## config.mk

```make
export PLATFORM = sky130hd
export DESIGN_NAME = w5300_reset_seq
export DESIGN_NICKNAME = d
export VERILOG_FILES = /design/src/rtl/w5300_reset_seq.sv
export SDC_FILE = /design/constraint.sdc
export NUM_CORES = 1
export LEC_CHECK = 0
export CORE_MARGIN = 2
export CORE_UTILIZATION = 45
export DETAILED_ROUTE_END_ITERATION = 12
export GPL_TIMING_DRIVEN = 0
export PLACE_DENSITY = 0.6
export SLEW_MARGIN = 20
export SYNTH_ARGS = -nofsm -noshare
export SYNTH_HDL_FRONTEND = slang
export SYNTH_SLANG_ARGS = --single-unit
```

## constraint.sdc

```tcl
create_clock -name clk -period 2.3 [get_ports clk]
set_input_delay 0.69 -clock clk [delete_from_list [all_inputs] [get_ports clk]]
set_output_delay 0.69 -clock clk [all_outputs]
set_load 0.1 [all_outputs]
```

## src/rtl/w5300_reset_seq.sv

```systemverilog
// W5300 hardware-reset and readiness sequencer: timed RESET# low pulse, PLL-lock wait,
// software-reset restart (deferred past any in-flight bus cycle) and gated interrupt pass-through.
module w5300_reset_seq #(
  parameter int unsigned RST_LOW_CYCLES = 16,
  parameter int unsigned LOCK_CYCLES    = 75000,
  parameter int unsigned CNT_W          = 17
) (
  input  logic clk,
  input  logic rst,
  input  logic swrst,
  input  logic asl,
  input  logic wizintl,
  input  logic inten,
  output logic wizrstl,
  output logic wizready,
  output logic extintl
);

  typedef enum logic [1:0] {
    ASSERT,
    LOCK,
    READY,
    PEND
  } state_t;

  localparam logic [CNT_W-1:0] RST_LOAD  = CNT_W'(RST_LOW_CYCLES - 1);
  localparam logic [CNT_W-1:0] LOCK_LOAD = CNT_W'(LOCK_CYCLES - 1);

  state_t           state, state_n;
  logic [CNT_W-1:0] cnt, cnt_n;
  logic             wizrstl_n, wizready_n, extintl_n;
  logic             asl_meta, asl_s, int_meta, int_s;
  logic             cnt_zero;

  always_ff @(posedge clk or posedge rst) begin
    if (rst) begin
      asl_meta <= 1'b1;
      asl_s    <= 1'b1;
      int_meta <= 1'b1;
      int_s    <= 1'b1;
    end else begin
      asl_meta <= asl;
      asl_s    <= asl_meta;
      int_meta <= wizintl;
      int_s    <= int_meta;
    end
  end

  assign cnt_zero = (cnt == '0);

  always_comb begin
    state_n    = state;
    cnt_n      = cnt;
    wizrstl_n  = wizrstl;
    wizready_n = wizready;
    // Interrupt gate uses the registered ready flag, so it is held off while not ready.
    extintl_n  = ~(wizready & inten & ~int_s);
    unique case (state)
      ASSERT: begin
        wizrstl_n = 1'b0;
        if (cnt_zero) begin
          state_n   = LOCK;
          cnt_n     = LOCK_LOAD;
          wizrstl_n = 1'b1;
        end else begin
          cnt_n = cnt - 1'b1;
        end
      end
      LOCK: begin
        // A restart takes priority over lock completion on the same edge.
        if (swrst) begin
          state_n   = ASSERT;
          cnt_n     = RST_LOAD;
          wizrstl_n = 1'b0;
        end else if (cnt_zero) begin
          state_n    = READY;
          wizready_n = 1'b1;
        end else begin
          cnt_n = cnt - 1'b1;
        end
      end
      READY: begin
        if (swrst) begin
          if (asl_s) begin
            state_n    = ASSERT;
            cnt_n      = RST_LOAD;
            wizrstl_n  = 1'b0;
            wizready_n = 1'b0;
          end else begin
            state_n = PEND;
          end
        end
      end
      PEND: begin
        if (asl_s) begin
          state_n    = ASSERT;
          cnt_n      = RST_LOAD;
          wizrstl_n  = 1'b0;
          wizready_n = 1'b0;
        end
      end
      default: begin
        state_n = ASSERT;
        cnt_n   = RST_LOAD;
      end
    endcase
  end

  always_ff @(posedge clk or posedge rst) begin
    if (rst) begin
      state    <= ASSERT;
      cnt      <= RST_LOAD;
      wizrstl  <= 1'b0;
      wizready <= 1'b0;
      extintl  <= 1'b1;
    end else begin
      state    <= state_n;
      cnt      <= cnt_n;
      wizrstl  <= wizrstl_n;
      wizready <= wizready_n;
      extintl  <= extintl_n;
    end
  end

endmodule

```

==> flow_metrics.py, run 1 <==
metrics = {
    "power_and_ir_drop": {
        "power_uw": 759,
        "power_frac_seq_pct": 61.3,
        "switchingPower_uw": 154,
        "p_clk_share_pct": 36.0,
        "cellLeakagePower_uw": 0.000660,
        "power_frac_comb_pct": 2.7,
        "p_int_uw": 606,
        "sw_frac_of_total_pct": 20.3,
        "ir_drop_mv": 0.271,
        "p_per_area_nw_per_um2": 486,
    },
    "sta": {
        "maxSlewHeadroom_pct": 36.5,
        "fin_crit_sh_pct": 96.9,
        "setup_viol": 0,
        "fin_ws_ps": 72.3,
        "tightest_slew_ps": 956,
        "slew_violations": 0,
        "tns_ps": 0,
        "fin_skew_ps": 8.18,
        "rsz0062_at_grt": "no",
        "layout_min_cycle_time_ps": 2230,
        "finalHoldViolations": 0,
        "max_freq_mhz": 449,
    },
    "logic_synthesis": {
        "synth_cells": 143,
        "synthTopCellsByCount": "dfrtp_1, nand2_1, nor2_1",
        "syn_nets": 150,
        "synth.most_common_cell": "dfrtp_1",
        "synth_edf_count": 0,
        "syn_area_um2": 1380,
        "synthTopCellsByArea": "dfrtp_1, dfstp_2, a31oi_1",
        "ys_warn_count": 0,
        "yosys.area_share.simple_pct": 24.0,
        "synth_xor_area_share_pct": 0,
        "ys_ff_latch": 26,
        "synth_mux_area_share_pct": 0,
        "synth_top_family_by_area": "simple AND/OR/NAND/NOR gates",
        "ys.flop_type": "dfrtp_1",
        "syn_avg_cell_area_um2": 9.64,
        "synth_cell_type_count": 44,
        "async_reset_ff_share_pct": 100,
        "yosysSeqAreaShare_pct": 48.0,
        "synth_compound_area_share_pct": 23.2,
        "synth_top_area_share_pct": 30.9,
        "post-synth-top-area-cell": "dfrtp_1",
        "synthAdderAreaFrac_pct": 0.907,
    },
    "cts": {
        "clockBufferDepth": 2,
        "cts.sinks": 26,
        "path_clk_slew_ps": 140,
        "numCtsBuffers": 3,
        "h-tree-depth": 1,
        "cts_tree": "built",
        "cts-hold-fix-buffers": 0,
        "root_buffer": "clkbuf_4",
        "clk_latency_ps": 330,
    },
    "route": {
        "wl_per_cell_um": 16.0,
        "antenna_left": 0,
        "drt_first_pass_iters": 4,
        "drt-initial-drc-count": 57,
        "wl_um": 3020,
        "vias_per_cell": 6.17,
        "drc": 0,
        "vias": 1166,
    },
    "cells_and_area": {
        "num_antenna_cells": 0,
        "nets": 164,
        "syn2layout_area_growth_pct": 13.3,
        "drive_above_1_share_pct": 19.2,
        "fin_util_pct": 52.5,
    },
    "critical_path": {
        "cp_cell_sequence": "dlygate4sd2_1",
        "critPathBufInv": 1,
        "cp_slowest_stage_delay_ps": 850,
        "start_kind": "flop",
        "crit_arrival_ps": 1540,
        "cp.required_ps": 1610,
        "worstSetupEndpointType": "primary output",
        "cpLargestDelayFamily": "buffers and inverters",
        "worstPathMaxFanout": 2,
        "critical_path_class": "flop to primary output",
        "slowest_stage": "dlygate4sd2_1",
    },
    "floorplanning": {
        "fp.dieH_um": 59.4,
        "die_x_um": 59.4,
        "io-pin-count": 9,
        "die_area_um2": 3520,
        "core_area_um2": 2980,
        "rows": 20,
        "start_util_pct": 46.3,
    },
    "flow_run": {
        "drv_cap": 0,
    },
    "grt": {
        "grt-ovfl-total": 0,
        "grt_pass1_wl_um": 4910,
        "first_global_vias": 1067,
        "grt_start_max_net_pins": 27,
        "track_usage_pct": 18.5,
        "antenna_found_initial": 0,
    },
    "outcome": {
        "outcome": "completed",
    },
    "placed_design": {
        "io_buffers": 8,
        "post-dp-hpwl_um": 2180,
        "dp_slack_ps": -282,
        "place_congestion": 0.849,
    },
    "worst_hold_path": {
        "min_path_type": "flop to flop",
    },
}
==> final timing paths <==
check	from	endpoint	slack [ps]	cells past startpoint
worst min register to register	asl_meta	asl_s	370	0
worst min-delay path	asl_meta	asl_s	370	0
worst max-delay path	wizrstl	wizrstl	70	1
max in group asynchronous	rst	cnt[16]	1130	2
worst max register to register	cnt[0]	cnt[16]	120	8
min in group asynchronous	rst	cnt[13]	740	2
==> power groups by stage <==
stage	sequential [µW]	combinational (µW)	clock, µW
after floorplan	473	8.26	0
after global routing	466	23.2	301
final	465	20.5	273
after CTS	465	21.3	279
after detailed placement	473	21.2	0
after global placement	473	20.4	0
==> kinds of logic after synthesis <==
logic type                 Yosys count
AOI/OAI and AO/OA                   48
adders and majority gates            1
buffers and inverters               11
DFF                                 26
and+or+nand+nor                     57
==> layout make-up <==
| type | instances | area, µm² |
|---|---|---|
| buffer | 4 | 26.3 |
| clock buffer | 4 | 47.5 |
| fill | 277 | 1420 |
| inverter | 7 | 28.8 |
| multi-input combinational | 106 | 674 |
| sequential | 26 | 662 |
| tap | 33 | 41.3 |
| timing repair buffer | 9 | 82.6 |
==> repair_timing <==
item | CTS | global route
setup endpoints to repair | 3 | 9
cloned | 0 | 0
gates resized for setup | 6 | 6
buffers inserted | 0 | 1
pin swaps | 0 | 1
==> per-stage QoR <==
step                      cells  hold WS, ps  instance area (µm²)
after floorplan             143          345                 1380
after global placement      184          346                 1500
after detailed placement    184          350                 1500
after CTS                   188          370                 1550
after global routing        189          375                 1560
final                       189          367                 1560
==> sequential cells by signal, summed over array words and instances, names as in the netlist <==
name and count:
cnt 17, asl_s 1, wizrstl 1, int_s 1, asl_meta 1, int_meta 1, wizready 1, state 2
extintl 1
==> metal layers <==
layer,vias up,GRT usage [%],share of wire (%)
met1,566,24.8,47
met4,0,6.82,1.3
met3,5,3.49,5.1
met5,-,0,0
met2,33,29.5,46
li1,562,-,-
==> cell usage in the layout (no fill, tap or decap), drive strengths merged, types with 2 or more instances in the layout <==
master         count
o211ai             2
clkbuf             7
nor4b              2
dfstp              9
o31ai              2
o21ai             14
buf                3
nor2b              2
nor3               3
o22a               2
nor4               5
nand2b             2
and2               2
nor2              12
clkdlybuf4s50      5
a211oi             3
a21oi              8
dfrtp             17
a31oi              9
nand3              5
nand2             13
and3               2
inv                6
nand4              2
No activity file was read; power rests on OpenSTA's default activity.
==> run 2: changes to the inputs <==
--- a/config.mk
+++ b/config.mk
@@ -6,10 +6,11 @@
 export NUM_CORES = 1
 export LEC_CHECK = 0
 export CORE_MARGIN = 2
-export CORE_UTILIZATION = 45
+export CORE_UTILIZATION = 49
+export CTS_BUF_LIST = sky130_fd_sc_hd__clkbuf_16
 export DETAILED_ROUTE_END_ITERATION = 12
 export GPL_TIMING_DRIVEN = 0
-export PLACE_DENSITY = 0.6
+export PLACE_DENSITY = 0.65
 export SLEW_MARGIN = 20
 export SYNTH_ARGS = -nofsm -noshare
 export SYNTH_HDL_FRONTEND = slang
==> run 2 against run 1 <==
Compared with the run above:
- worst setup slack improved by 31 ps
- critical path depth is the same
- critical endpoint is now wizready
- sequential share of layout area fell by 0.77 points
==> flow_metrics.py, run 2 (synthesized netlist as in run 1, its figures left out) <==
metrics = {
    "floorplanning": {
        "die_x_um": 57.0,
        "die_area_um2": 3250,
        "fp.dieH_um": 57.0,
        "start_util_pct": 50.9,
        "core_area_um2": 2710,
        "rows": 19,
        "io-pin-count": 9,
    },
    "grt": {
        "grt-ovfl-total": 0,
        "first_global_vias": 1096,
        "antenna_found_initial": 0,
        "grt_start_max_net_pins": 27,
        "track_usage_pct": 19.5,
        "grt_pass1_wl_um": 5020,
    },
    "sta": {
        "tightest_slew_ps": 953,
        "fin_crit_sh_pct": 95.5,
        "tns_ps": 0,
        "max_freq_mhz": 455,
        "fin_ws_ps": 103,
        "maxSlewHeadroom_pct": 36.7,
        "slew_violations": 0,
        "finalHoldViolations": 0,
        "setup_viol": 0,
        "rsz0062_at_grt": "yes",
        "fin_skew_ps": 5.31,
        "layout_min_cycle_time_ps": 2200,
    },
    "worst_hold_path": {
        "hold_path_startpoint": "int_meta",
        "hold_depth": 0,
        "min_path_type": "flop to flop",
        "hold_path_end": "int_s",
    },
    "cells_and_area": {
        "num_antenna_cells": 0,
        "fin_area_um2": 1590,
        "nets": 165,
        "multi_input_area_um2": 669,
        "final_common_cell": "dfrtp_1",
        "syn2layout_area_growth_pct": 15.4,
        "fillers": 242,
        "top_register": "cnt",
        "final_cell_mix": "dfrtp_1, nand2_1, nor2_1",
        "largest_register_ffs": 17,
        "drive_above_1_share_pct": 18.5,
        "reg_top3": "cnt: 17 flops, state: 2 flops",
        "seqCellArea_um2": 662,
    },
    "critical_path": {
        "r2r-start": "cnt[1]",
        "critical_path_class": "flop to primary output",
        "start_kind": "flop",
        "worstSetupEndpointType": "primary output",
        "cp_cell_sequence": "dlygate4sd2_1",
        "worstPathMaxFanout": 4,
        "cpLargestDelayFamily": "buffers and inverters",
        "cp_slowest_stage_delay_ps": 870,
        "worst-r2r-cell-count": 7,
        "slowest_stage": "dlygate4sd2_1",
        "critPathBufInv": 1,
        "r2r_end": "cnt[14]",
        "r2r_slack_ps": 110,
        "crit_arrival_ps": 1510,
        "cp.required_ps": 1610,
    },
    "cts": {
        "clockBufferDepth": 2,
        "root_buffer": "clkbuf_16",
        "clk_latency_ps": 260,
        "h-tree-depth": 1,
        "cts_tree": "built",
        "cts.sinks": 26,
        "path_clk_slew_ps": 60,
        "numCtsBuffers": 3,
    },
    "power_and_ir_drop": {
        "cellLeakagePower_uw": 0.000689,
        "p_per_area_nw_per_um2": 548,
        "power_uw": 873,
        "ir_drop_mv": 0.369,
    },
    "route": {
        "drt-initial-drc-count": 44,
        "drt_first_pass_iters": 4,
        "vias": 1154,
        "wl_um": 2930,
        "drc": 0,
        "antenna_left": 0,
        "vias_per_cell": 6.14,
        "wl_per_cell_um": 15.6,
    },
    "placed_design": {
        "place_area_um2": 1500,
        "place_congestion": 0.814,
        "io_buffers": 8,
        "dp_slack_ps": -290,
        "post-dp-hpwl_um": 2060,
    },
    "outcome": {
        "outcome": "completed",
    },
    "flow_run": {
        "drv_cap": 0,
    },
}
==> run 2: power by group <==
group / leakage [µW] / internal, µW / switching, µW
clock network: 0.0000385 / 233 / 155
registers: 0.000311 / 464 / 0.927
logic: 0.000339 / 8.26 / 11.7
==> run 2: through the flow <==
step	hold WS (ps)	std cells	util [%]
global route	361	188	58.7
finish	355	188	58.7
detailed placement	348	182	55.3
CTS	357	186	58.3
global placement	345	182	55.3
floorplan	345	143	-
==> run 2: what timing repair did <==
action / CTS / global route
resized for setup: 6 / 2
buffers inserted: 0 / 2
hold buffers: 0 / 0
pin swaps: 0 / 1
setup endpoints to repair: 5 / 13
==> run 2: how the worst max path moves through the flow <==
stage                         from       end  slack [ps]  cells past startpoint
after global routing        cnt[0]    cnt[7]         -20                      9
final                     wizready  wizready         100                      1
after detailed placement     swrst    cnt[9]        -290                      6
after global placement       swrst   cnt[16]        -270                      6
after floorplan             cnt[0]   cnt[16]         340                      8
after CTS                    swrst    cnt[7]          10                      7
==> run 2: area by class of cell <==
cell class                      instances  share of cell area, %
Inverter                                7                   1.65
Timing Repair Buffer                   10                   5.66
Clock inverter                          1                  0.236
Tap cell                               31                   2.44
Multi-Input combinational cell        106                   42.1
Clock buffer                            3                   4.72
Sequential cell                        26                   41.6
Buffer                                  4                   1.65
==> run 2: worst reg2reg max path: stages (launching register included) <==
cell	delay, ps
dfstp_2	380
inv_1	70
ha_1	210
nor4b_1	310
nand4_1	200
o21ai_0	560
nor3_1	110
a211o_1	240
==> run 2: per-layer routing <==
layer	track usage (%)	vias up	wire [µm]
met1	27.2	561	1460
met5	0	-	0
met4	9.63	0	65
met2	30.7	19	1330
li1	-	567	-
met3	1.59	7	77
==> run 3: changes to the inputs <==
--- a/config.mk
+++ b/config.mk
@@ -5,6 +5,7 @@
 export SDC_FILE = /design/constraint.sdc
 export NUM_CORES = 1
 export LEC_CHECK = 0
+export CAP_MARGIN = 0
 export CORE_MARGIN = 2
 export CORE_UTILIZATION = 49
 export CTS_BUF_LIST = sky130_fd_sc_hd__clkbuf_16
==> results of run 3 <==
No change in the layout: final DEF, timing and power equal those of run 2.
